**src/rtl/pipe_stage_reg_pkg.sv**
```systemverilog
// Shared CPU package for the pipeline stage register slice.
// Holds the default payload widths, the reset PC, the NOP encoding,
// the slot operation codes and a small occupancy helper.
package pipe_stage_reg_pkg;

  localparam int unsigned CPU_INSTR_W  = 32;
  localparam int unsigned CPU_PC_W     = 32;
  localparam int unsigned CPU_META_W   = 8;
  localparam logic [31:0] CPU_RESET_PC = 32'h0000_3000;
  localparam logic [31:0] CPU_NOP      = 32'h0000_0000;

  // Operation applied to a pipe_slot on the next rising edge.
  typedef enum logic [1:0] {
    SLOT_HOLD,       // keep valid and payload
    SLOT_LOAD,       // valid <= 1, payload <= d
    SLOT_SET_EMPTY,  // valid <= 0, payload <= d (bubble carrying a PC)
    SLOT_CLEAR       // valid <= 0, payload kept
  } slot_op_e;

  function automatic logic [1:0] occ_count(input logic main_v, input logic skid_v);
    return {1'b0, main_v} + {1'b0, skid_v};
  endfunction

endpackage

```
**src/rtl/pipe_stage_reg_slot.sv**
```systemverilog
// pipe_slot: one valid bit plus a payload register.
// Ports:
//   clk, reset   - clock, synchronous active-high reset
//   op           - slot operation for this edge (hold/load/set-empty/clear)
//   d            - payload to load
//   q_valid, q   - registered valid flag and payload
module pipe_slot
  import pipe_stage_reg_pkg::*;
#(
  parameter int unsigned     W          = 8,
  parameter logic [W-1:0]    RESET_DATA = '0
) (
  input  logic           clk,
  input  logic           reset,
  input  slot_op_e       op,
  input  logic [W-1:0]   d,
  output logic           q_valid,
  output logic [W-1:0]   q
);

  always_ff @(posedge clk) begin
    if (reset) begin
      q_valid <= 1'b0;
      q       <= RESET_DATA;
    end else begin
      case (op)
        SLOT_LOAD: begin
          q_valid <= 1'b1;
          q       <= d;
        end
        SLOT_SET_EMPTY: begin
          q_valid <= 1'b0;
          q       <= d;
        end
        SLOT_CLEAR: q_valid <= 1'b0;
        default: ;
      endcase
    end
  end

endmodule

```
**src/rtl/pipe_stage_reg.sv**
```systemverilog
// pipe_stage_reg: valid/ready pipeline stage register carrying an
// instruction, its PC and side-band bits. SKID=0 gives a single slot with
// a combinational in_ready; SKID=1 adds a skid slot so in_ready is a pure
// function of registered state.
// Ports:
//   clk, reset                          - clock, synchronous active-high reset
//   in_valid/in_ready, in_instr/pc/meta - upstream handshake and payload
//   out_valid/out_ready, out_instr/pc/meta - downstream handshake and payload
//   flush, flush_pc                     - kill all contents, bubble keeps flush_pc
//   occupancy                           - number of held entries (0..2)
module pipe_stage_reg
  import pipe_stage_reg_pkg::*;
#(
  parameter int unsigned     INSTR_W  = CPU_INSTR_W,
  parameter int unsigned     PC_W     = CPU_PC_W,
  parameter int unsigned     META_W   = CPU_META_W,
  parameter int unsigned     SKID     = 1,
  parameter logic [PC_W-1:0] RESET_PC = PC_W'(CPU_RESET_PC)
) (
  input  logic               clk,
  input  logic               reset,
  input  logic               in_valid,
  output logic               in_ready,
  input  logic [INSTR_W-1:0] in_instr,
  input  logic [PC_W-1:0]    in_pc,
  input  logic [META_W-1:0]  in_meta,
  output logic               out_valid,
  input  logic               out_ready,
  output logic [INSTR_W-1:0] out_instr,
  output logic [PC_W-1:0]    out_pc,
  output logic [META_W-1:0]  out_meta,
  input  logic               flush,
  input  logic [PC_W-1:0]    flush_pc,
  output logic [1:0]         occupancy
);

  localparam int unsigned PW = PC_W + INSTR_W + META_W;
  localparam logic [PW-1:0] MAIN_RST = {RESET_PC, INSTR_W'(CPU_NOP), META_W'(0)};

  logic [PW-1:0] in_payload;
  logic [PW-1:0] flush_payload;
  logic [PW-1:0] main_d;
  logic [PW-1:0] main_q;
  logic [PW-1:0] skid_q;
  logic          main_valid;
  logic          skid_valid;
  logic          main_free;
  logic          in_fire;
  slot_op_e      main_op;
  slot_op_e      skid_op;

  assign in_payload    = {in_pc, in_instr, in_meta};
  assign flush_payload = {flush_pc, INSTR_W'(CPU_NOP), META_W'(0)};
  assign main_free     = !main_valid || out_ready;
  assign in_fire       = in_valid && in_ready;

  // Main slot refills from skid first to preserve order; an accepted input
  // can only reach skid while main is held, since in_ready is low whenever
  // skid is occupied.
  always_comb begin
    main_op = SLOT_HOLD;
    main_d  = in_payload;
    skid_op = SLOT_HOLD;
    if (flush) begin
      main_op = SLOT_SET_EMPTY;
      main_d  = flush_payload;
      skid_op = SLOT_CLEAR;
    end else if (main_free) begin
      if (skid_valid) begin
        main_op = SLOT_LOAD;
        main_d  = skid_q;
        skid_op = SLOT_CLEAR;
      end else if (in_fire) begin
        main_op = SLOT_LOAD;
      end else if (main_valid) begin
        main_op = SLOT_CLEAR;
      end
    end else if (in_fire) begin
      skid_op = SLOT_LOAD;
    end
  end

  pipe_slot #(
    .W          (PW),
    .RESET_DATA (MAIN_RST)
  ) u_main (
    .clk     (clk),
    .reset   (reset),
    .op      (main_op),
    .d       (main_d),
    .q_valid (main_valid),
    .q       (main_q)
  );

  if (SKID != 0) begin : g_skid
    pipe_slot #(
      .W          (PW),
      .RESET_DATA ('0)
    ) u_skid (
      .clk     (clk),
      .reset   (reset),
      .op      (skid_op),
      .d       (in_payload),
      .q_valid (skid_valid),
      .q       (skid_q)
    );
    assign in_ready = !skid_valid;
  end else begin : g_single
    logic unused_skid_op;
    assign unused_skid_op = (skid_op == SLOT_LOAD);
    assign skid_valid     = 1'b0;
    assign skid_q         = '0;
    assign in_ready       = main_free;
  end

  // The PC field stays visible while empty; instruction and side-band
  // read as NOP/zero whenever nothing valid is presented.
  assign out_valid = main_valid;
  assign out_pc    = main_q[PW-1 -: PC_W];
  assign out_instr = main_valid ? main_q[META_W +: INSTR_W] : INSTR_W'(CPU_NOP);
  assign out_meta  = main_valid ? main_q[META_W-1:0] : '0;
  assign occupancy = occ_count(main_valid, skid_valid);

endmodule

```
**config.mk**
```make
export PLATFORM = sky130hd
export DESIGN_NAME = pipe_stage_reg
export DESIGN_NICKNAME = d
export VERILOG_FILES = /design/src/rtl/pipe_stage_reg_pkg.sv /design/src/rtl/pipe_stage_reg_slot.sv /design/src/rtl/pipe_stage_reg.sv
export SDC_FILE = /design/constraint.sdc
export NUM_CORES = 1
export LEC_CHECK = 0
export BUFFER_PORTS_ARGS = -buffer_cell sky130_fd_sc_hd__buf_2
export CAP_MARGIN = 25
export CORE_UTILIZATION = 48
export DETAILED_ROUTE_END_ITERATION = 8
export GPL_ROUTABILITY_DRIVEN = 1
export PLACE_DENSITY = 0.86
export SKIP_LAST_GASP = 1
export SYNTH_ARGS = -nofsm -noshare
export SYNTH_HDL_FRONTEND = slang
export SYNTH_SLANG_ARGS = --single-unit
```
**constraint.sdc**
```tcl
create_clock -name clk -period 2.08 [get_ports clk]
set_input_delay 0.104 -clock clk [delete_from_list [all_inputs] [get_ports clk]]
set_output_delay 0.104 -clock clk [all_outputs]
set_load 0.05 [all_outputs]
```
# Word level (Yosys, flattened, before mapping)
# Index checks and enable logic that the tools add are counted.
# word_totals
reg_bits	146
inputBits	109
output_inout_bits	76
word_cells	37
# classes
add_sub_neg	1
eq_ne	6
mux	16
n_reduce_logical	10
# op_table
op	n
$mux W72	3
$mux W32	1
$mux W2	8
$eq A2 B2 Y1 const B	4
$mux W8	1
$reduce_or A2 Y1	4
$eq A2 B1 Y1 const B	2
$pmux W1 S2	2
$reduce_bool A2 Y1	2
$add A1 B1 Y2	1
$logic_not A1 Y1	2
$logic_and A1 B1 Y1	1
$logic_or A1 B1 Y1	1
$mux W1	1

# Depth between registers and ports, before layout
# depth
ltp_word	9
ltp_mapped	12
ltp_nobuf	7

# Cells and area by module
# A second synthesis with hierarchy kept.
# hier_totals
cells_unflattened	828
hier_area_um2	7298.2
# modules_own_cells
mod	instances	cells_each	area_each_um2	seq_area_each_um2
pipe_slot at u_main	1	241	2711.4	1461.4
pipe_slot at g_skid.u_skid	1	241	2667.6	1461.4
pipe_stage_reg	1	346	1919.3	0.0

# Least setup slack after synthesis
# No wires, ideal clock.
# synth_timing
path_kind	reg2reg
from	reg u_main.q_valid
to	reg u_main.q[42]
setup_ns	0.122
arrival_time_ns	2.436
required_ns	1.958
path_slack_ns	-0.478
stages_incl_launch_ff	12
path_buffers	5
period_less_slack_ns	2.558
cell_sequence	dfxtp_1 -> buf_6 -> nor2b_4 -> buf_6 -> buf_6 -> nor3_1 -> ha_1 -> nor2b_1 -> buf_4 -> buf_2 -> o2111a_1 -> a311o_1
# synth_between
elab_chain_cells	7
word_cells_on_any_way	12
cone_classes	2 x eq/ne; 7 x mux; 3 x reduce/logical
# synth_rtl
item	line	source
start: declaration	pipe_stage_reg_slot.sv:17	output logic q_valid,
start signal: assignment	pipe_stage_reg_slot.sv:23	q_valid <= 1'b0;
start signal: assignment	pipe_stage_reg_slot.sv:28	q_valid <= 1'b1;
start signal: assignment	pipe_stage_reg_slot.sv:32	q_valid <= 1'b0;
$mux W2	pipe_stage_reg.sv:75	end else if (main_valid) begin
$mux W2	pipe_stage_reg.sv:73	end else if (in_fire) begin
$mux W2	pipe_stage_reg.sv:69	if (skid_valid) begin
$mux W2	pipe_stage_reg.sv:68	end else if (main_free) begin
$mux W2	pipe_stage_reg.sv:64	if (flush) begin
$eq A2 B1 Y1 / $eq A2 B2 Y1 (equally long branches)	pipe_stage_reg_slot.sv:26	case (op)
$reduce_or A2 Y1 (no line)	-	
end signal: assignment	pipe_stage_reg_slot.sv:24	q <= RESET_DATA;
end signal: assignment	pipe_stage_reg_slot.sv:29	q <= d;
end signal: assignment	pipe_stage_reg_slot.sv:33	q <= d;
end: declaration	pipe_stage_reg_slot.sv:18	output logic [W-1:0] q
# Several ways; a longest one is shown, not always the timed one.
# A chain may end at the register's enable or synchronous reset.

# Worst setup path after layout
# layout_timing
from	reg u_main.q_valid
to	reg u_main.q[41]
# Same word-level chain as after synthesis.

==> results_dict.tcl <==
set metrics [dict create \
    outcome "finished clean" \
    fin_area_um2 9950 \
    cts_made_buffers 17 \
    clock_latency_ps 430 \
    antenna_found_initial 0 \
    via_per_inst 5.70 \
    power_frac_clock_pct 36.2 \
    clkTransAtPathRegs_ps 60 \
    top_usage_layer "met2" \
    worst_slew_pin_slew_ps 745 \
    post_drt_wl_per_cell_um 17.1 \
    dr.first_iter.drc_count 475 \
    worst-endpoint-arrival_ps 2350 \
    pwr_density_cell_nw_per_um2 840 \
    critPathRequiredTime_ps 2390 \
    synth_compound_gate_area_share_pct 15.2 \
    relSlewSlack_pct 50.3 \
    core_um2 15300 \
    pin_count 185 \
    min_from "reset" \
    synth-simple-area-share_pct 26.3 \
    core.rowCount 45 \
    ys_ff_latch 146 \
    drv_cap 0 \
    netlist_area_um2 7590 \
    gr-usage-met1_pct 31.3 \
    rsz0062_at_grt "yes" \
    synth_xor_area_share_pct 0 \
    cts_tree "yes" \
    routed-via-count 7310 \
    muxShareOfSynthArea_pct 9.49 \
    regArea_um2 2930 \
    drt_pre_antenna_iters 5 \
    place_area_um2 8470 \
    p_comb_share_pct 25.5 \
    p_total_mw 8.35 \
    synth_seq_area_share_pct 38.5 \
    finalHoldViolations 0 \
    intPower_mw 5.68 \
    root_buffer "clkbuf_16" \
    grt_max_degree 97 \
    pre_cts_ws_ps -149 \
    synth_cell_types 28 \
    use_met2_pct 46.1 \
    crit_path_start "u_main.q_valid$_SDFFE_PP0P_" \
    post-place-cells 1168 \
    diodes 0 \
    maxSlewViolCount 0 \
    worstSetupStartpointType "flop" \
    p_sw_mw 2.68 \
    ctsHtreeMaxLevel 4 \
    grt_pass1_vias 7042 \
    synth_top_family_by_area "simple AND/OR/NAND/NOR gates" \
    period_needed_ps 2030 \
    pwr-share-seq_pct 38.3 \
    grt_pass1_wl_um 34400 \
    grt.overflow.total 0 \
    clock-sinks 146 \
    wl_um 21900 \
    post-route-period-util_pct 97.8 \
    syn2layout_area_growth_pct 31.0 \
    ys_warn_count 0 \
    hpwl_um 12100 \
    layout-drive-gt1-share_pct 24.5 \
    instances_no_fill 1283 \
    finalSetupTns_ps 0 \
    drc 0 \
    nets 1173 \
    syn_nets 988 \
    synth_fa_ha_area_share_pct 0.824 \
    path_class "reg -> reg" \
    finalSetupViolations 0 \
    portBuffers 184 \
    sw_frac_of_total_pct 32.0 \
    hold_path.class "in -> reg" \
    multi_input_area_um2 4010 \
    ir_worst_vdd_v 0.000758 \
    die_y_um 128 \
    rr_startpoint "u_main.q_valid$_SDFFE_PP0P_" \
    dieArea_um2 16300 \
    use_met3_pct 5.51 \
    place_congestion 0.766 \
    fin_ws_ps 45.5 \
    leakage_nw 4.24 \
    n_fill_cell 1186 \
    drtAntennaViolNets 0 \
    endpoint_kind "flop" \
    clock-skew-final_ps 8.53 \
    grt_util_all_layers_pct 26.4 \
    ctsLongestPathBuffers 2 \
    fmax_ghz 0.492 \
    synthesis.instances 874 \
    avgSynthCellArea_um2 8.69 \
    initial_core_util_pct 49.6 \
    die_width_um 128 \
    critPathMaxFanout 36 \
]
-- kinds of logic (layout without fill, tap and decap cells) --
logic type               after synthesis  after routing
AND/OR/NAND/NOR                      380            381
flip-flops                           146            146
multiplexers                          72             72
adder cells (fa/ha/maj)                5              5
AO/OA/AOI/OAI                        139            139
buffers and inverters                132            329
-- synthesized netlist by cell type, drive strengths merged --
| master | n | area [µm²] |
|---|---|---|
| o2111a | 30 | 338 |
| nor2 | 77 | 292 |
| o31a | 1 | 8.76 |
| mux2i | 72 | 721 |
| o211ai | 42 | 315 |
| nor3 | 3 | 15.0 |
| o2bb2ai | 1 | 8.76 |
| inv | 3 | 11.3 |
| a311o | 30 | 300 |
| buf | 86 | 559 |
| and2 | 40 | 250 |
| clkbuf | 41 | 154 |
| a31o | 1 | 8.76 |
| nor2b | 74 | 470 |
| clkinv | 2 | 7.51 |
| a21oi | 32 | 160 |
| nand4 | 42 | 263 |
| dfxtp | 146 | 2920 |
| a311oi | 2 | 17.5 |
| nand2b | 31 | 194 |
| nand2 | 41 | 154 |
| ha | 5 | 62.6 |
| nand3 | 72 | 360 |
-- state kept, by name, summed over array words and instances (netlist names) --
| register | flops |
|---|---|
| g_skid.u_skid.q | 72 |
| u_main.q | 72 |
| g_skid.u_skid.q_valid | 1 |
| u_main.q_valid | 1 |
-- worst max-delay path: stages, from the launching register on --
cell and delay (ps):
dfxtp_4 340, buf_6 120, nor2b_4 130, nor3_4 210, ha_4 260, nor2b_4 170
buf_12 200, o2111a_1 160, a311o_1 320
-- per-layer routing --
layer  routed length [µm]  vias to the layer above
li1                     -                     3466
met1                 9280                     3482
met2                10700                      315
met3                 1390                       47
met5                    0                        -
met4                  509                        0
-- cells in the final DEF (no fill, tap or decap), types with 11 or more instances in the layout --
| cell type | netlist | final |
|---|---|---|
| o2111a_1 | 30 | 30 |
| nand4_1 | 42 | 42 |
| dlygate4sd3_1 | 0 | 74 |
| buf_2 | 36 | 183 |
| nor2_1 | 76 | 75 |
| nand2b_1 | 31 | 30 |
| buf_12 | 0 | 11 |
| a21oi_1 | 32 | 32 |
| a311o_1 | 30 | 30 |
| dfxtp_1 | 146 | 144 |
| mux2i_1 | 72 | 72 |
| clkbuf_16 | 0 | 20 |
| nor2b_1 | 73 | 72 |
| o211ai_1 | 42 | 42 |
| buf_4 | 41 | 15 |
| nand2_1 | 41 | 41 |
| nand3_1 | 72 | 72 |
| and2_1 | 40 | 40 |
-- final cells by class --
| cell class | instances | share of cell area (%) |
|---|---|---|
| flip-flops and latches | 146 | 29.4 |
| multi-input cells | 597 | 40.3 |
| inverters | 5 | 0.189 |
| clock buffers | 20 | 4.59 |
| clock inverters | 12 | 1.22 |
| well taps | 211 | 2.65 |
| repair buffers | 292 | 21.6 |
-- metrics by stage --
| stage | util [%] | hold WS, ps |
|---|---|---|
| final | 65.0 | 22.3 |
| after global routing | 65.0 | 26.7 |
| after CTS | 64.1 | 14.8 |
| after detailed placement | 55.3 | 351 |
| after global placement | 55.3 | 344 |
| after floorplan | - | 251 |
-- power by group through the flow --
stage,logic (mW),clock network (mW),registers (mW)
floorplan,1.52,0,3.22
CTS,2.04,3.06,3.20
finish,2.13,3.02,3.20
global route,2.27,3.16,3.23
global placement,1.88,0,3.24
detailed placement,1.90,0,3.25
-- path summary, 6_finish.rpt --
| check | endpoint | slack [ps] | cells past startpoint |
|---|---|---|---|
| min | g_skid.u_skid.q[71]$_SDFFE_PP0P_ | 20 | 2 |
| min reg2reg | u_main.q[31]$_SDFFE_PP0P_ | 460 | 2 |
| max reg2reg | u_main.q[41]$_SDFFE_PP0P_ | 50 | 8 |
| max | u_main.q[41]$_SDFFE_PP0P_ | 50 | 8 |
-- timing repair --
action,CTS,global route
endpoints found under the setup margin,40,24
buffers inserted,0,5
pin swaps,1,5
resized for setup,2,6
hold buffers,74,0
cloned,1,3
hold endpoints to repair,113,0
No activity file was read; power rests on OpenSTA's default activity.
